$ cat src/rtl/audio_sample_writer.sv
// rtl/audio_sample_writer.sv - I2S left-channel capture into sample RAM, one frame per consumer ack
module audio_sample_writer #(
  parameter int          FRAME_LEN = 16,
  parameter logic [14:0] BASE_ADDR = 15'h0000
) (
  input  logic        Clk,
  input  logic        Reset_n,
  input  logic        i2s_sclk,
  input  logic        i2s_lrclk,
  input  logic        i2s_sdin,
  input  logic        frame_ack,
  output logic [14:0] RAM_ADDR,
  output logic [15:0] RAM_DATA,
  output logic        RAM_WREN,
  output logic        frame_ready,
  output logic [7:0]  dropped_count
);

  localparam logic [14:0] LAST_IDX = 15'(FRAME_LEN - 1);
  localparam logic [4:0]  BIT_IDLE = 5'd17;

  typedef enum logic [1:0] {
    S_IDLE,
    S_CAPTURE,
    S_WRITE,
    S_DONE
  } state_t;

  logic        r_sclk_s1, r_sclk_s2, r_sclk_s3;
  logic        r_lr_s1, r_lr_s2;
  logic        r_sd_s1, r_sd_s2;
  logic        r_lr_prev;
  logic [4:0]  r_bitcnt;
  logic [15:0] r_shift;
  logic        r_word_done;
  state_t      r_state;
  logic [14:0] r_wr_idx;

  logic w_sclk_rise;
  logic w_lr_change;

  assign w_sclk_rise = r_sclk_s2 & ~r_sclk_s3;
  assign w_lr_change = r_lr_s2 != r_lr_prev;

  always_ff @(posedge Clk or negedge Reset_n) begin
    if (!Reset_n) begin
      r_sclk_s1 <= 1'b0;
      r_sclk_s2 <= 1'b0;
      r_sclk_s3 <= 1'b0;
      r_lr_s1   <= 1'b0;
      r_lr_s2   <= 1'b0;
      r_sd_s1   <= 1'b0;
      r_sd_s2   <= 1'b0;
    end else begin
      r_sclk_s1 <= i2s_sclk;
      r_sclk_s2 <= r_sclk_s1;
      r_sclk_s3 <= r_sclk_s2;
      r_lr_s1   <= i2s_lrclk;
      r_lr_s2   <= r_lr_s1;
      r_sd_s1   <= i2s_sdin;
      r_sd_s2   <= r_sd_s1;
    end
  end

  // The lrclk-change edge is the I2S delay slot; only the 16 edges after it shift data.
  always_ff @(posedge Clk or negedge Reset_n) begin
    if (!Reset_n) begin
      r_lr_prev   <= 1'b0;
      r_bitcnt    <= BIT_IDLE;
      r_shift     <= 16'h0000;
      r_word_done <= 1'b0;
    end else begin
      r_word_done <= 1'b0;
      if (w_sclk_rise) begin
        if (w_lr_change) begin
          r_lr_prev <= r_lr_s2;
          r_bitcnt  <= 5'd0;
        end else if (r_bitcnt != BIT_IDLE) begin
          r_bitcnt <= r_bitcnt + 5'd1;
          if (r_bitcnt < 5'd16) begin
            r_shift <= {r_shift[14:0], r_sd_s2};
          end
          if (r_bitcnt == 5'd15 && !r_lr_prev) begin
            r_word_done <= 1'b1;
          end
        end
      end
    end
  end

  always_ff @(posedge Clk or negedge Reset_n) begin
    if (!Reset_n) begin
      r_state       <= S_IDLE;
      r_wr_idx      <= 15'd0;
      RAM_ADDR      <= 15'd0;
      RAM_DATA      <= 16'h0000;
      RAM_WREN      <= 1'b0;
      frame_ready   <= 1'b0;
      dropped_count <= 8'd0;
    end else begin
      RAM_WREN <= 1'b0;
      case (r_state)
        S_IDLE: begin
          r_wr_idx <= 15'd0;
          r_state  <= S_CAPTURE;
        end
        S_CAPTURE: begin
          if (r_word_done) begin
            RAM_DATA <= r_shift;
            RAM_ADDR <= BASE_ADDR + r_wr_idx;
            RAM_WREN <= 1'b1;
            r_state  <= S_WRITE;
          end
        end
        S_WRITE: begin
          if (r_wr_idx == LAST_IDX) begin
            frame_ready <= 1'b1;
            r_state     <= S_DONE;
          end else begin
            r_wr_idx <= r_wr_idx + 15'd1;
            r_state  <= S_CAPTURE;
          end
        end
        S_DONE: begin
          // A word finishing in the ack cycle is still dropped; the next frame starts clean.
          if (r_word_done && dropped_count != 8'hFF) begin
            dropped_count <= dropped_count + 8'd1;
          end
          if (frame_ack) begin
            r_wr_idx    <= 15'd0;
            frame_ready <= 1'b0;
            r_state     <= S_CAPTURE;
          end
        end
        default: r_state <= S_IDLE;
      endcase
    end
  end

endmodule

$ cat config.mk
export PLATFORM = sky130hd
export DESIGN_NAME = audio_sample_writer
export DESIGN_NICKNAME = d
export VERILOG_FILES = /design/src/rtl/audio_sample_writer.sv
export SDC_FILE = /design/constraint.sdc
export NUM_CORES = 1
export LEC_CHECK = 0
export ABC_AREA = 1
export CELL_PAD_IN_SITES_DETAIL_PLACEMENT = 0
export CELL_PAD_IN_SITES_GLOBAL_PLACEMENT = 1
export CORE_AREA = 3 3 77 133
export DETAILED_ROUTE_END_ITERATION = 8
export DIE_AREA = 0 0 80 136
export GPL_ROUTABILITY_DRIVEN = 0
export GPL_TIMING_DRIVEN = 0
export PLACE_DENSITY = 0.74
export SLEW_MARGIN = 15
export SYNTH_ARGS = -nofsm -noshare
export SYNTH_HDL_FRONTEND = slang
export SYNTH_SLANG_ARGS = --single-unit
$ cat constraint.sdc
create_clock -name Clk -period 1.79 [get_ports Clk]
set_input_delay 0.179 -clock Clk [delete_from_list [all_inputs] [get_ports Clk]]
set_output_delay 0.179 -clock Clk [all_outputs]
set_load 0.1 [all_outputs]
Word level (Yosys, flattened, before mapping)
Index checks and enable logic that the tools add are counted.
{"block": "word_totals", "ff_bits": 88, "latchBits": 0, "ram_bits": 0, "romBits": 0, "out_inout_bits": 41, "mem_count": 0}
{"block": "op_classes", "n_addsub": 3, "n_mul": 0, "n_div": 0, "order_cmp": 1, "n_eq_ne": 12, "n_shift": 0, "mux": 18, "bitwise_logic": 3, "n_reduce_logical": 15}
{"cell": "$pmux 15 s3", "count": 1}
{"cell": "$mux 15", "count": 2}
{"cell": "$add 15x1->15 const B", "count": 1}
{"cell": "$eq 15x4->1 const B", "count": 1}
{"cell": "$mux 5", "count": 2}
{"cell": "$reduce_and 2->1", "count": 5}
{"cell": "$add 8x1->8 const B", "count": 1}
{"cell": "$mux 1", "count": 8}
{"cell": "$ne 2x2->1 const B", "count": 4}
{"cell": "$ne 8x8->1 const B", "count": 1}
{"cell": "$pmux 2 s4", "count": 1}
{"cell": "$mux 2", "count": 3}
{"cell": "$reduce_and 3->1", "count": 2}
{"cell": "$add 5x1->5 const B", "count": 1}
{"cell": "$eq 5x4->1 const B", "count": 1}
{"cell": "$lt 5x5->1 const B", "count": 1}
{"cell": "$ne 5x5->1 const B", "count": 1}
{"cell": "$eq 2x2->1 const B", "count": 2}
{"cell": "$reduce_and 4->1", "count": 1}
{"cell": "$reduce_bool 2->1", "count": 2}
{"cell": "$reduce_bool 3->1", "count": 1}
{"cell": "$eq 2x1->1 const B", "count": 1}
{"cell": "$logic_and 1x1->1", "count": 2}
{"cell": "$logic_not 2->1", "count": 1}
{"cell": "5 further kinds", "count": 6}

Depth between registers and ports, before layout
Gate-level depths: netlist of run 1.
{"block": "depth", "word_depth": 6, "mapped_depth": 11, "mapped_depth_nobuf": 11}

Least setup slack after synthesis of run 1
Ideal clock, no wire load.
{"block": "synth_timing", "kind": "flip-flop to flip-flop", "start": "reg dropped_count[0]", "end": "reg dropped_count[3]", "setup_time_ps": 130, "t_arrival_ps": 1958, "required_time_ps": 1660, "slack_ps": -298, "path_stages_with_launch": 9, "path_buffers": 0, "period_less_slack_ps": 2088, "path_cell_list": "dfrtp_1 ha_1 nand2_1 nor2_1 nand3_1 nand2_2 inv_1 nand2_1 o21ai_0"}
{"block": "synth_via", "elab_chain_len": 3, "word_cells_on_any_way": 4, "classes_between": "add/sub: 1; eq/ne: 1; reduce/logical: 2"}
{"element": "start, declared", "line_no": "16", "text": "output logic [7:0] dropped_count"}
{"element": "start signal, assigned", "line_no": "127", "text": "dropped_count <= dropped_count + 8'd1;"}
{"element": "parallel branches: the longest is 3 deep, another holds $add 8x1->8"}
Parallel ways; which one is timed is not known.
A chain may end at the register's enable or synchronous reset.

Worst setup path after layout of run 1
{"block": "layout_timing", "start": "reg dropped_count[1]", "end": "out dropped_count[1]"}
No word-level cell between the ends.

==> results.py, run 1 <==
metrics = {
    "timing": {
        "slew_violations": 0,
        "worstMarginPinSlew_ps": 983.4,
        "fmax_mhz": 570.2,
        "fin_crit_sh_pct": 97.97,
        "finalHoldViolCount": 0,
        "relSlewSlack_pct": 34.70,
        "hold_slack_ps": 281.0,
        "setup_violations": 0,
        "rsz0062_at_grt": "no",
        "fin_crit_ps": 1754,
        "fin_skew_ps": 5.206,
    },
    "power": {
        "p_leak_uw": 0.002431,
        "powerDensity_nw_per_um2": 1023,
        "peakVddDrop_mv": 0.6629,
    },
    "synthesis": {
        "synth_cell_type_count": 21,
        "yosysWarnings": 0,
        "synth.net_count": 466,
        "yosysMostFrequentCell": "nand2_1",
        "synth-main-ff-cell": "dfrtp_1",
        "yosys.area.top_type": "dfrtp_1",
        "synthCells": 451,
        "yosysSeqAreaShare_pct": 57.02,
        "async_flop_share_pct": 100.0,
        "synth.area.top_cells": "dfrtp_1, nand2_1, o21ai_0",
        "synth_top_cell_area_share_pct": 55.66,
        "avgSynthCellArea_sq_um": 8.573,
        "synth_edf_count": 0,
        "netlist_area_sq_um": 3866,
        "ys_seq_elements": 88,
        "synth_common_cells": "nand2_1, dfrtp_1, o21ai_0",
    },
    "cells_and_area": {
        "regArea_sq_um": 2212,
        "layout.nets": 529,
        "antennaDiodeCount": 0,
        "fillers": 874,
        "postLayoutCoreUtil_pct": 53.04,
        "area_growth_pct": 26.34,
        "drive_gt1_share_pct": 10.02,
        "multi_input_area_sq_um": 1461,
        "post-route-cell-area_sq_um": 4885,
    },
    "setup_path": {
        "crit_fanout": 4,
        "slowest_stage": "dlygate4sd2_1",
        "worstPathCellList": "dlygate4sd2_1",
        "cpPeakStageDelay_ps": 860,
        "worstSetupPathDepth": 1,
        "start_kind": "register",
        "required_ps": 1610,
        "cp_top_family": "buffers and inverters",
        "arrival_ps": 1570,
        "end_kind": "output port",
        "crit_type": "reg2out",
        "r2r_cells": 11,
        "crit_buf_inv": 1,
    },
    "drt": {
        "routedWlPerCell_um": 13.20,
        "drc": 0,
        "vias_per_cell": 4.706,
        "first_pass_iters": 4,
        "vias": 3007,
        "wirelength_um": 8433,
        "ant_nets": 0,
        "first_iter_violations": 130,
    },
    "die": {
        "io_pins": 47,
        "fp.dieW_um": 80,
        "initial_core_util_pct": 41.98,
        "rows": 46,
        "die_area_sq_um": 10880,
        "dieHeight_um": 136,
        "core_sq_um": 9209,
    },
    "cts": {
        "cts_buffer_depth": 2,
        "clk_pin_slew_worst_paths_ps": 60,
        "insertion_delay_ps": 340,
        "clock_sinks": 88,
        "tritoncts": "yes",
        "numCtsBuffers": 9,
        "cts_root_buf": "clkbuf_16",
        "htreeDepth": 3,
    },
    "global_routing": {
        "first_global_vias": 3153,
        "overflow": 0,
        "antenna_found_initial": 0,
        "grt_max_degree": 49,
        "grt_pass1_wl_um": 14790,
        "track_usage_pct": 17.58,
    },
    "placement": {
        "hpwl_um": 6145,
        "io_buffer_count": 46,
        "dpl_cell_area_sq_um": 4509,
    },
    "min_path": {
        "hold_path_class": "in2reg",
        "hold_depth": 1,
    },
    "run": {
        "maxCapViolCount": 0,
    },
    "status": {
        "outcome": "finished clean",
    },
}
[cell usage in the layout (no fill, tap or decap), drive strengths merged]
cell type      instances
a21oi                  1
buf                   11
bufinv                 2
clkbuf                19
clkdlybuf4s15          8
clkdlybuf4s50          4
clkinv                 2
clkinvlp               1
dfrtp                 86
dfstp                  2
dlygate4sd2           32
dlygate4sd3            1
ha                     9
inv                   45
nand2                156
nand3                 22
nand3b                 2
nand4                  4
nor2                  41
o21ai                 55
o21bai                 1
o22ai                  3
xnor2                  5
xor2                   7
[path summary, 6_finish.rpt]
kind                                        from          endpoint  slack, ps
worst max register to register        r_state[0]      r_wr_idx[10]        150
worst min register to register         r_sclk_s1         r_sclk_s2        350
worst min-delay path                   i2s_lrclk           r_lr_s1        280
worst max-delay path            dropped_count[1]  dropped_count[1]         40
max in group asynchronous                Reset_n       r_bitcnt[4]        730
min in group asynchronous                Reset_n       RAM_ADDR[2]        380
[cells by family (layout without fill, tap and decap cells)]
logic type | Yosys count | in the layout | synth area share, %
AOI/OAI and AO/OA | 60 | 60 | 7.929
xor gates and xnor gates | 12 | 12 | 2.718
adders and majority gates | 9 | 9 | 2.913
buffers and inverters | 57 | 125 | 6.084
DFF | 88 | 88 | 57.02
and+or+nand+nor | 225 | 225 | 23.33
[layout make-up]
class	instances	area share, %
clock buffer	12	5.251
buffer	11	1.383
tap	120	3.074
clock inverter	4	1.588
multi-input combinational	306	29.92
inverter	46	3.612
sequential	88	45.29
timing repair buffer	52	9.887
[state kept, by name (all words and copies together) (netlist names), 2 cells and up]
signal	cells
dropped_count	8
r_wr_idx	15
r_shift	16
r_bitcnt	5
RAM_DATA	16
RAM_ADDR	15
r_state	2
[metal layers]
layer | part of all wire, % | GRT usage (%) | up-vias
met5 | 0 | 0 | -
met4 | 1.8 | 6.767 | 0
met3 | 3.8 | 4.244 | 10
met2 | 54 | 31.83 | 42
met1 | 41 | 19.42 | 1408
li1 | - | - | 1547
[stage by stage]
step / total power [uW] / worst slack (ps) / TNS (ps) / instances
after CTS: 5027 / 1.479 / 0 / 635
after global routing: 5248 / 2.310 / 0 / 639
after detailed placement: 2889 / -189.0 / -1724 / 618
after floorplan: 2670 / 30.57 / 0 / 451
final: 4995 / 36.33 / 0 / 639
after global placement: 2872 / -3071 / -242140 / 617
[where the power goes]
group          total [uW]  internal [uW]  switching (uW)  leakage, uW
Clock                2060           1300             758     0.000163
Sequential           2210           2120            92.4      0.00118
Combinational         725            288             437      0.00109
Total                4990           3710            1290      0.00243
[repair_timing]
action	4_1_cts	5_1_grt
endpoints found under the setup margin	56	51
endpoints found under the hold margin	40	0
pin swaps	0	1
cloned	0	0
setup buffers	0	4
gates resized for setup	52	18
hold buffers	1	0
Power figures use the tool's default switching activity.
==> run 2: changes to the inputs <==
--- a/config.mk
+++ b/config.mk
@@ -8,12 +8,12 @@
 export ABC_AREA = 1
 export CELL_PAD_IN_SITES_DETAIL_PLACEMENT = 0
 export CELL_PAD_IN_SITES_GLOBAL_PLACEMENT = 1
-export CORE_AREA = 3 3 77 133
+export CORE_AREA = 3 3 75 129
 export DETAILED_ROUTE_END_ITERATION = 8
-export DIE_AREA = 0 0 80 136
+export DIE_AREA = 0 0 78 132
 export GPL_ROUTABILITY_DRIVEN = 0
 export GPL_TIMING_DRIVEN = 0
-export PLACE_DENSITY = 0.74
+export PLACE_DENSITY = 0.78
 export SLEW_MARGIN = 15
 export SYNTH_ARGS = -nofsm -noshare
 export SYNTH_HDL_FRONTEND = slang
==> constraint.sdc (replaced) <==
create_clock -name Clk -period 2.2 [get_ports Clk]
set_input_delay 0.22 -clock Clk [delete_from_list [all_inputs] [get_ports Clk]]
set_output_delay 0.22 -clock Clk [all_outputs]
set_load 0.1 [all_outputs]
==> run 2 against run 1 <==
Net effect:
- hold slack better by 34 ps
- first-iteration DRC count is 4.6% lower
- clock-buffer cell count is 3 lower
- flip-flop and latch count unchanged
- clock skew rose by 3.0 ps
- cell area fell by 1.1%
- setup slack improved by 9.1 ps
- critical path type unchanged
- core utilization grew 2.0 points
- largest cell class unchanged
- die area is 5.4% lower
==> results.py, run 2 (synthesis gave the netlist of run 1 again) <==
metrics = {
    "setup_path": {
        "crit_buf_inv": 1,
        "required_ps": 1980,
        "cpPeakStageDelay_ps": 1160,
        "crit_type": "reg2out",
        "start_kind": "register",
        "arrival_ps": 1930,
        "worstPathCellList": "clkdlybuf4s50_1",
        "slowest_stage": "clkdlybuf4s50_1",
        "cp_top_family": "buffers and inverters",
        "crit_fanout": 6,
        "end_kind": "output port",
    },
    "cts": {
        "numCtsBuffers": 9,
        "htreeDepth": 3,
        "tritoncts": "yes",
        "insertion_delay_ps": 340,
        "clk_pin_slew_worst_paths_ps": 60,
        "cts_buffer_depth": 2,
        "clock_sinks": 88,
        "cts_root_buf": "clkbuf_16",
    },
    "cells_and_area": {
        "top_regs": "RAM_DATA: 16 flops, r_shift: 16 flops",
        "antennaDiodeCount": 0,
        "fillers": 850,
        "drive_gt1_share_pct": 5.437,
        "area_growth_pct": 24.95,
        "layout_commonest_cell": "nand2_1",
        "layout.nets": 525,
        "final_cell_mix": "nand2_1, dfrtp_1, o21ai_0, inv_1, clkdlybuf4s50_1",
    },
    "power": {
        "peakVddDrop_mv": 0.5311,
        "cell_internal_pwr_uw": 2909,
        "powerDensity_nw_per_um2": 814.1,
        "p_leak_uw": 0.002271,
        "seqPwrFrac_pct": 45.5,
        "p_sw_uw": 1024,
        "power_uw": 3933,
        "share_comb_of_total_power_pct": 13.1,
        "p_clk_share_pct": 41.4,
        "netSwitchingFraction_pct": 26.03,
    },
    "status": {
        "outcome": "finished clean",
    },
    "timing": {
        "worstMarginPinSlew_ps": 1001,
        "fin_setup_tns_ps": 0,
        "relSlewSlack_pct": 33.05,
        "fin_skew_ps": 8.223,
        "rsz0062_at_grt": "no",
        "fin_ws_ps": 45.42,
        "slew_violations": 0,
        "fin_crit_sh_pct": 97.94,
        "setup_violations": 0,
        "finalHoldViolCount": 0,
        "fmax_mhz": 464.1,
        "fin_crit_ps": 2155,
    },
    "placement": {
        "place_ws_ps": 230.8,
        "hpwl_um": 5899,
        "io_buffer_count": 46,
    },
    "global_routing": {
        "antenna_found_initial": 0,
        "grt_pass1_wl_um": 14160,
        "first_global_vias": 2969,
        "track_usage_pct": 17.49,
        "overflow": 0,
        "grt_max_degree": 46,
    },
    "drt": {
        "vias_per_cell": 4.764,
        "drc": 0,
        "dr_wl_met3_um": 300,
        "first_iter_violations": 124,
        "vias": 3011,
        "routedWlPerCell_um": 12.81,
        "routed.top_layer": "met4",
        "first_pass_iters": 4,
        "wl_met2_um": 4244,
        "wl_met1_um": 3406,
        "ant_nets": 0,
        "wirelength_um": 8099,
    },
    "die": {
        "die_area_sq_um": 10300,
        "initial_core_util_pct": 44.02,
        "core_sq_um": 8783,
        "io_pins": 47,
        "fp.dieW_um": 78,
        "rows": 45,
        "dieHeight_um": 132,
    },
    "run": {
        "maxCapViolCount": 0,
    },
    "min_path": {
        "hold_path_class": "in2reg",
    },
}
==> run 2: cell types whose count changed in the layout (fill, tap and decap cells not counted), sizes merged <==
| cell | previous run | this run |
|---|---|---|
| clkdlybuf4s50 | 4 | 43 |
| dlymetal6s2s | 0 | 1 |
| dlygate4sd2 | 32 | 1 |
| clkinv | 2 | 6 |
| clkdlybuf4s15 | 8 | 0 |
| clkinvlp | 1 | 0 |
| clkbuf | 19 | 15 |
| buf | 11 | 7 |
==> run 2: stage by stage <==
step / hold slack (ps) / cell area, sq um / util, % / instances
2_1_floorplan: -75.59 / 3866 / - / 451
6_report: 314.9 / 4831 / 55.00 / 632
3_3_place_gp: 332.9 / 4473 / 50.93 / 614
3_5_place_dp: 273.9 / 4498 / 51.21 / 615
4_1_cts: 307.3 / 4828 / 54.97 / 632
5_1_grt: 302.7 / 4831 / 55.00 / 632
==> run 2: final timing paths <==
path	start	end	slack [ps]	cells after the start
worst max-delay path	dropped_count[7]	dropped_count[7]	50	1
worst min register to register	r_sd_s1	r_sd_s2	350	0
max in group asynchronous	Reset_n	r_bitcnt[0]	1090	3
min in group asynchronous	Reset_n	r_wr_idx[1]	430	2
worst min-delay path	i2s_lrclk	r_lr_s1	310	1
worst max register to register	r_state[0]	r_wr_idx[1]	260	11
==> run 2: routing by layer <==
layer	up-vias	GRT usage, %
met4	0	7.198
met3	10	4.583
met5	-	0
met1	1414	20.65
li1	1533	-
met2	54	29.87
==> run 2: power by group through the flow <==
stage                     sequential [uW]  clock (uW)  combinational (uW)
after floorplan                      1800           0                 370
after global placement               1810           0                 514
after detailed placement             1820           0                 525
after CTS                            1790        1680                 529
after global routing                 1800        1770                 589
final                                1790        1630                 515
==> run 2: timing repair <==
item	in CTS	in global routing
setup buffers	0	0
pin swaps	0	0
endpoints found under the hold margin	44	0
resized for setup	1	1
endpoints found under the setup margin	1	1
hold buffers	1	0
==> run 2: cell type report <==
class	instances	area [sq um]	area share [%]
inverter	46	172.7	3.574
tap	117	146.4	3.030
multi-input combinational	306	1426	29.53
sequential	88	2205	45.64
clock inverter	7	96.34	1.994
buffer	11	62.56	1.295
clock buffer	9	225.2	4.662
timing repair buffer	48	496.7	10.28
